## src/rtl/parity_arb_pkg.sv

```systemverilog
// Shared types and default widths for the parity frame arbiter and its helpers.
package parity_arb_pkg;

  localparam int NUM_REQ_D = 4;
  localparam int DATA_W_D  = 8;
  localparam int CNT_W_D   = 8;

  typedef enum logic [1:0] {
    IDLE = 2'd0,
    BUSY = 2'd1,
    DONE = 2'd2
  } arb_state_e;

endpackage

```

## src/rtl/rr_pick.sv

```systemverilog
// Combinational round-robin picker: returns the first set request at or after ptr,
// searching upward with wrap. N must be a power of two so the index wraps naturally.
module rr_pick #(
  parameter int  N  = 4,
  localparam int IW = $clog2(N)
) (
  input  logic [N-1:0]  req,
  input  logic [IW-1:0] ptr,
  output logic [IW-1:0] idx,
  output logic          any
);

  logic [IW-1:0] cand;

  // Scan from the farthest offset down so the nearest hit is the one that sticks.
  always_comb begin
    idx  = ptr;
    any  = 1'b0;
    cand = ptr;
    for (int i = N - 1; i >= 0; i--) begin
      cand = ptr + IW'(i);
      if (req[cand]) begin
        idx = cand;
        any = 1'b1;
      end
    end
  end

endmodule

```

## src/rtl/parity_frame_arbiter.sv

```systemverilog
// Round-robin, frame-locked sharing of one XOR parity engine among NUM_REQ requesters;
// emits one registered {id, parity, count, overflow} record per frame.
module parity_frame_arbiter
  import parity_arb_pkg::*;
#(
  parameter int  NUM_REQ = NUM_REQ_D,
  parameter int  DATA_W  = DATA_W_D,
  parameter int  CNT_W   = CNT_W_D,
  localparam int ID_W    = $clog2(NUM_REQ)
) (
  input  logic                      clk,
  input  logic                      reset,
  input  logic [NUM_REQ-1:0]        req_valid,
  input  logic [NUM_REQ*DATA_W-1:0] req_data,
  input  logic [NUM_REQ-1:0]        req_last,
  output logic [NUM_REQ-1:0]        req_ready,
  output logic                      res_valid,
  input  logic                      res_ready,
  output logic [ID_W-1:0]           res_id,
  output logic                      res_parity,
  output logic [CNT_W-1:0]          res_count,
  output logic                      res_overflow
);

  arb_state_e state_q, state_d;

  logic [ID_W-1:0]   gnt_q, gnt_d;
  logic [ID_W-1:0]   rr_ptr_q, rr_ptr_d;
  logic              acc_q, acc_d;
  logic [CNT_W-1:0]  count_q, count_d;
  logic              ovf_q, ovf_d;

  logic [ID_W-1:0]   res_id_q, res_id_d;
  logic              res_parity_q, res_parity_d;
  logic [CNT_W-1:0]  res_count_q, res_count_d;
  logic              res_overflow_q, res_overflow_d;

  logic [ID_W-1:0]   pick_idx;
  logic              pick_any;
  logic [DATA_W-1:0] beat;
  logic              take;
  logic              acc_nxt;
  logic [CNT_W-1:0]  count_nxt;
  logic              ovf_nxt;

  rr_pick #(.N(NUM_REQ)) u_pick (
    .req (req_valid),
    .ptr (rr_ptr_q),
    .idx (pick_idx),
    .any (pick_any)
  );

  always_comb begin
    beat = '0;
    for (int i = 0; i < NUM_REQ; i++) begin
      if (gnt_q == ID_W'(i)) beat = req_data[i*DATA_W +: DATA_W];
    end
  end

  always_comb begin
    state_d        = state_q;
    gnt_d          = gnt_q;
    rr_ptr_d       = rr_ptr_q;
    acc_d          = acc_q;
    count_d        = count_q;
    ovf_d          = ovf_q;
    res_id_d       = res_id_q;
    res_parity_d   = res_parity_q;
    res_count_d    = res_count_q;
    res_overflow_d = res_overflow_q;
    req_ready      = '0;
    res_valid      = 1'b0;
    take           = 1'b0;

    // Accumulator values as they would be after taking the current beat.
    acc_nxt   = acc_q ^ (^beat);
    count_nxt = (count_q == '1) ? count_q : count_q + CNT_W'(1);
    ovf_nxt   = ovf_q | (count_q == '1);

    unique case (state_q)
      IDLE: begin
        acc_d   = 1'b0;
        count_d = '0;
        ovf_d   = 1'b0;
        if (pick_any) begin
          gnt_d   = pick_idx;
          state_d = BUSY;
        end
      end
      BUSY: begin
        req_ready[gnt_q] = 1'b1;
        take             = req_valid[gnt_q];
        if (take) begin
          acc_d   = acc_nxt;
          count_d = count_nxt;
          ovf_d   = ovf_nxt;
          if (req_last[gnt_q]) begin
            res_id_d       = gnt_q;
            res_parity_d   = acc_nxt;
            res_count_d    = count_nxt;
            res_overflow_d = ovf_nxt;
            state_d        = DONE;
          end
        end
      end
      DONE: begin
        res_valid = 1'b1;
        if (res_ready) begin
          rr_ptr_d = gnt_q + ID_W'(1);
          state_d  = IDLE;
        end
      end
      default: state_d = IDLE;
    endcase
  end

  always_ff @(posedge clk) begin
    if (reset) begin
      state_q        <= IDLE;
      gnt_q          <= '0;
      rr_ptr_q       <= '0;
      acc_q          <= 1'b0;
      count_q        <= '0;
      ovf_q          <= 1'b0;
      res_id_q       <= '0;
      res_parity_q   <= 1'b0;
      res_count_q    <= '0;
      res_overflow_q <= 1'b0;
    end else begin
      state_q        <= state_d;
      gnt_q          <= gnt_d;
      rr_ptr_q       <= rr_ptr_d;
      acc_q          <= acc_d;
      count_q        <= count_d;
      ovf_q          <= ovf_d;
      res_id_q       <= res_id_d;
      res_parity_q   <= res_parity_d;
      res_count_q    <= res_count_d;
      res_overflow_q <= res_overflow_d;
    end
  end

  assign res_id       = res_id_q;
  assign res_parity   = res_parity_q;
  assign res_count    = res_count_q;
  assign res_overflow = res_overflow_q;

endmodule

```

## config.mk

```make
export PLATFORM = sky130hd
export DESIGN_NAME = parity_frame_arbiter
export DESIGN_NICKNAME = d
export VERILOG_FILES = /design/src/rtl/parity_arb_pkg.sv /design/src/rtl/rr_pick.sv /design/src/rtl/parity_frame_arbiter.sv
export SDC_FILE = /design/constraint.sdc
export NUM_CORES = 1
export LEC_CHECK = 0
export ABC_AREA = 1
export BUFFER_PORTS_ARGS = -buffer_cell sky130_fd_sc_hd__buf_2
export CAP_MARGIN = 20
export CORE_MARGIN = 2
export CORE_UTILIZATION = 51
export DETAILED_ROUTE_END_ITERATION = 16
export PLACE_DENSITY_LB_ADDON = 0.15
export SLEW_MARGIN = 20
export SYNTH_ARGS = -nofsm -noshare
export SYNTH_HDL_FRONTEND = slang
export SYNTH_SLANG_ARGS = --single-unit
```

## constraint.sdc

```tcl
create_clock -name clk -period 2.4 [get_ports clk]
set_input_delay 0.48 -clock clk [delete_from_list [all_inputs] [get_ports clk]]
set_output_delay 0.48 -clock clk [all_outputs]
set_load 0.01 [all_outputs]
```

# Word-level counts from Yosys, hierarchy flattened
# Cells that the tools add are included.
[classes] n_bitwise=2 muxes=40 reduce_logical=10 eq_ne=10 magnitude_cmp=6 add_sub_neg=5
[op_table] operator="$mux 8" n=6
[op_table] operator="$mux 2" n=8
[op_table] operator="$pmux 8 s2" n=1
[op_table] operator="$lt 2x3->1 const B" n=5
[op_table] operator="$mux 1" n=14
[op_table] operator="$bmux 1 s2" n=6
[op_table] operator="$add 8x1->8 const B" n=1
[op_table] operator="$eq 8x8->1 const B" n=1
[op_table] operator="$ne 2x2->1 const B" n=4
[op_table] operator="$reduce_xor 8->1" n=1
[op_table] operator="$eq 2x2->1 const B" n=3
[op_table] operator="$pmux 2 s3" n=1
[op_table] operator="$reduce_and 2->1" n=3
[op_table] operator="$add 2x1->2 const B" n=2
[op_table] operator="$add 2x2->2 const B" n=2
[op_table] operator="$eq 2x1->1 const B" n=2
[op_table] operator="$logic_not 2->1" n=2
[op_table] operator="$mux 4" n=1
[op_table] operator="$pmux 1 s2" n=2
[op_table] operator="$reduce_and 4->1" n=1
[op_table] operator="$reduce_and 3->1" n=1
[op_table] operator="$demux 1 s2" n=1
[op_table] operator="$ge 2x1->1 const B" n=1
[op_table] operator="$reduce_bool 2->1" n=1
[op_table] operator="other kinds (3)" n=3
[totals] out_inout_bits=17 ff_bits=28 word_cells=83

# Logic depth before layout (Yosys ltp)
[logic_depth] ltp_word=9 depth_mapped=17 mapped_depth_nobuf=17

# Hierarchy
# From an unflattened synthesis, not the netlist that was laid out.
[hier_totals] hier_cells=326 area_unflattened_um2=2054.5
[modules_own_cells] module="parity_frame_arbiter" instances=1 area_each_um2=1820.5 cells_per_inst=273 seq_area_each_um2=560.5
[modules_own_cells] module="rr_pick" instances=1 area_each_um2=234.0 cells_per_inst=53 seq_area_each_um2=0.0

# Least setup slack after synthesis
# OpenSTA, ideal clock, no wires.
[synth_path] kind="reg2reg" startpoint="register gnt_q[1]" endpoint="register res_parity_q (netlist: res_parity)" arrival_ns=1.626 t_required_ns=2.285 stages_incl_launch_ff=17 slack_ns=0.658 cell_sequence="dfxtp_1 > inv_1 > ha_1 > nor2_1 > nand3_1 > nand2_1 > nand2_1 > nand2_1 > nand2_1 > nand2_1 > nand2_1 > nand2_1 > nand2_1 > nand2_1 > nand2_1 > o21ai_0 > inv_1"
[synth_between] elab_chain_len=7 word_cells_on_any_way=15 classes_between="eq/ne: 3; mux: 8; bitwise: 1; reduce/logical: 3"
[synth_lines] item="start, declared" line="parity_frame_arbiter.sv:27" rtl="logic [ID_W-1:0] gnt_q, gnt_d;"
[synth_lines] item="start signal, assigned" line="parity_frame_arbiter.sv:131" rtl="gnt_q <= gnt_d;"
[synth_lines] item="$logic_not 2->1" line="parity_frame_arbiter.sv:56" rtl="if (gnt_q == ID_W'(i)) beat = req_data[i*DATA_W +: DATA_W];"
[synth_lines] item="$mux 8 (4 in a row)" line="parity_frame_arbiter.sv:56"
[synth_lines] item="$reduce_xor 8->1" line="parity_frame_arbiter.sv:76" rtl="acc_nxt = acc_q ^ (^beat);"
[synth_lines] item="$xor 1x1->1" line="parity_frame_arbiter.sv:76"
[synth_lines] item="end signal, assigned" line="parity_frame_arbiter.sv:137" rtl="res_parity_q <= res_parity_d;"
[synth_lines] item="end, declared" line="parity_frame_arbiter.sv:34" rtl="logic res_parity_q, res_parity_d;"
# Parallel ways exist; a longest one is shown, timed or not. The select of a mux whose other input is x is not followed.
# A chain may end at the register's enable or synchronous reset.

# Worst setup path after layout
[layout_path] startpoint="register gnt_q[0]" endpoint="output port req_ready[2]"
[layout_between] elab_chain_len=5 word_cells_on_any_way=6 classes_between="order compare: 2; mux: 3; reduce/logical: 1"
[layout_lines] item="$lt 2x3->1 (implied by the code) or $ge 2x1->1 (tied branches)" line="parity_frame_arbiter.sv:91" rtl="req_ready[gnt_q] = 1'b1;"
[layout_lines] item="$logic_and 1x1->1 (implied by the code)" line="parity_frame_arbiter.sv:91"
[layout_lines] item="$mux 1 (implied by the code)" line="parity_frame_arbiter.sv:91"
[layout_lines] item="$demux 1 s2 *" line="parity_frame_arbiter.sv:91"
[layout_lines] item="$mux 4 *" line="parity_frame_arbiter.sv:80" rtl="unique case (state_q)"
[layout_lines] item="end, declared" line="parity_frame_arbiter.sv:16" rtl="output logic [NUM_REQ-1:0] req_ready,"
# Mark *: on every way between the ends. The rest lies on a longest branch, timed or not.

==> metrics.md <==
| Metric | Value |
|---|---|
| DIE AREA | `0.00421 mm^2` |
| Yosys warning count | `0` |
| Post-synth top area share | `0.296` |
| CP required | `1.92 ns` |
| Hold Path End | `res_count[4]$_SDFFE_PP0P_` |
| H-tree depth | `1` |
| Die H | `64.9 um` |
| Hold wc startpoint | `res_count[4]$_SDFFE_PP0P_` |
| Ys flop type | `dfxtp_1` |
| Final setup viols | `0` |
| First-pass GRT wire length | `7420 um` |
| RSZ-0062 raised after global routing | `false` |
| Total CTS buffers | `3` |
| Total grt overflow | `0` |
| Layout area overhead | `20.9%` |
| Final hold vios | `0` |
| Clk sink count | `28` |
| Normalized max-slew margin | `0.756` |
| Setup slack, reg-to-reg | `0.43 ns` |
| Clk slew on worst S/H paths | `0.09 ns` |
| CP dominant cell by count | `inv_1` |
| MaxCap Viol Count | `0` |
| Post-synth cell types | `31` |
| Vias in the first global route | `1823` |
| Period Utilization, post-route | `0.848` |
| Routed Antenna Nets | `0` |
| Register area share after synthesis | `0.296` |
| Initial antenna violation count | `0` |
| Setup TNS Final | `0 ns` |
| End of the worst register-to-register path | `res_parity$_SDFFE_PP0P_` |
| Detailed Place HPWL | `3360 um` |
| Critical path origin | `gnt_q[0]$_SDFFE_PP0P_` |
| Slowest Stage Delay on Critical Path | `0.50 ns` |
| Setup ws final | `0.366 ns` |
| Hold depth | `2` |
| Clk buf depth | `2` |
| # fillers | `369` |
| Number of synthesized flops with an enable pin | `0` |
| Clock Latency Late Sink | `0.27 ns` |
| CTS tree | `built` |
| Worst path arrival time | `1.55 ns` |
| Slowest-stage cell, CP | `dfxtp_1` |
| Total Nets Final | `418` |
| Placed insts | `413` |
| Ys async rst share | `0` |
| Syn_area_per_cell | `6.16 um^2` |
| Mapped Area | `0.00189 mm^2` |
| Worst-path maximum fanout | `10` |
| CORE AREA | `0.00361 mm^2` |
| Bufs and invs on worst path | `3` |
| Ports | `60` |
| Synth area leader | `dfxtp_1` |
| Layout cells sized above 1 | `0.204` |
| Pint | `0.804 mW` |
| Count leader, synth | `nand2_1` |
| DR DRC count | `0` |
| GP Congestion | `0.859` |
| Postcts setup bufs | `0` |
| Synth Net Count | `355` |
| Largest delay share family, worst path | `flip-flops` |
| Worst path depth | `5` |
| CTS root buffer | `clkbuf_8` |
| Max rail drop VDD | `0.416 mV` |
| Vias | `2015` |
| Post-CTS Hold Buffers | `0` |
| Crit Path Category | `reg2out` |
| Post-route insts no fill | `416` |
| GRT Overall Usage | `0.216` |
| CP Cell Sequence | `inv_1 > ha_1 > inv_1 > nor2_1 > buf_2` |
| Comb pwr share | `0.381` |
| Sw Ratio | `0.364` |
| Ant diodes | `0` |
| Pwr Density | `553 mW/mm^2` |
| Overall power | `1.27 mW` |
| Seq cells post-synth | `28` |
| DR WL/cell | `10.1 um` |
| Reg-to-reg critical path startpoint | `gnt_q[1]$_SDFFE_PP0P_` |
| Setup Skew | `0.00254 ns` |
| Fmax | `492 MHz` |
| Sequential share of power | `0.424` |
| Post-CTS Resized | `0` |
| Status | `completed` |
| CP Capture Type | `output pin` |
| Slew @ Worst Pin | `0.365 ns` |
| Pre-CTS setup slack | `0.451 ns` |
| Max-slew violation count | `0` |
| Post-synth top cells | `nand2_1, inv_1, dfxtp_1` |
| Starting Density | `0.525` |
| NetSw | `0.461 mW` |
| Routed WL | `4220 um` |
| Routed vias/inst | `4.84` |
| Clock share of power | `0.195` |
| Ranking of synthesized cells by area | `dfxtp_1, nand2_1, inv_1` |
| Drt first pass iters | `4` |
| Hold WC Path Type | `reg2reg` |
| Startpoint Class | `register` |
| Reg2Reg Depth | `16` |
| Die Wd | `64.9 um` |
| Cell count after synthesis | `307` |
| FP Rows | `22` |
| Pin count of the biggest net entering global routing | `21` |
| Leak | `1.18 nW` |
| Final Critical Period | `2.03 ns` |
| 1st-iter DRT viols | `94` |
| Buffers on Ports | `59` |
[cell families after synthesis]
| logic type | Yosys count | synth area share |
|---|---|---|
| compound gates | 57 | 0.161 |
| xor+xnor | 14 | 0.0648 |
| fa+ha+maj | 5 | 0.0331 |
| buf+inv | 50 | 0.104 |
| flops | 28 | 0.296 |
| mux | 1 | 0.00595 |
| simple gates | 152 | 0.335 |
[stage by stage]
step / hold slack [ns] / utilization / cell area [um^2]
finish: 0.461 / 0.634 / 2290
global route: 0.483 / 0.634 / 2290
CTS: 0.466 / 0.634 / 2290
detailed placement: 0.452 / 0.623 / 2250
global placement: 0.450 / 0.623 / 2250
floorplan: 0.444 / - / 1890
[final cells by class]
type	count	area, um^2	area share
repair buffers	62	318	0.139
inverters	46	173	0.0755
multi-input cells	229	1130	0.496
well taps	48	60.1	0.0263
flip-flops and latches	28	561	0.245
clock buffers	3	41.3	0.0181
[cells in the final DEF, fill, tap and decap left out, drive strengths merged]
cell type  instances
a22o               1
o21a               1
nor3b              1
inv               46
o21ai             21
nand3             20
dfxtp             28
ha                 5
clkbuf             3
nand3b             1
a31oi              5
nand2            102
a21oi             26
or2                3
o211ai             1
nand4              1
nor3               1
a211oi             1
xnor2              7
o22ai              1
nor2              23
buf               62
mux2               1
xor2               7
[worst reg2reg max path, delay by kind of cell, from the launching register on]
kind	cells	cell delay (ns)
simple gates	12	0.87
fa+ha+maj	1	0.25
buf+inv	2	0.18
compound gates	1	0.15
flops	1	0.42
[worst max path at each step]
stage,end,slack [ns]
floorplan,res_parity$_SDFFE_PP0P_,0.66
global placement,res_parity$_SDFFE_PP0P_,0.51
detailed placement,res_parity$_SDFFE_PP0P_,0.45
CTS,req_ready[2],0.35
global route,res_parity$_SDFFE_PP0P_,0.12
finish,req_ready[2],0.37
[power groups by stage]
stage | registers [mW] | clock network [mW] | logic, mW
detailed placement | 0.548 | 0 | 0.480
CTS | 0.537 | 0.257 | 0.483
finish | 0.537 | 0.247 | 0.482
floorplan | 0.551 | 0 | 0.332
global placement | 0.548 | 0 | 0.476
global route | 0.544 | 0.272 | 0.556
[sequential cells by signal, summed over array words and instances, names as in the netlist]
signal	count
acc_q	1
count_q	8
gnt_q	2
ovf_q	1
res_count	8
res_id	2
res_overflow	1
res_parity	1
rr_ptr_q	2
state_q	2
[metal layers]
layer | vias to the layer above | GRT usage | routed length (um)
li1 | 1096 | - | -
met1 | 864 | 0.291 | 2050
met5 | - | 0 | 0
met3 | 4 | 0.0365 | 274
met4 | 0 | 0.0319 | 29
met2 | 51 | 0.369 | 1860
Note: power is estimated with default switching activity, not from simulation.
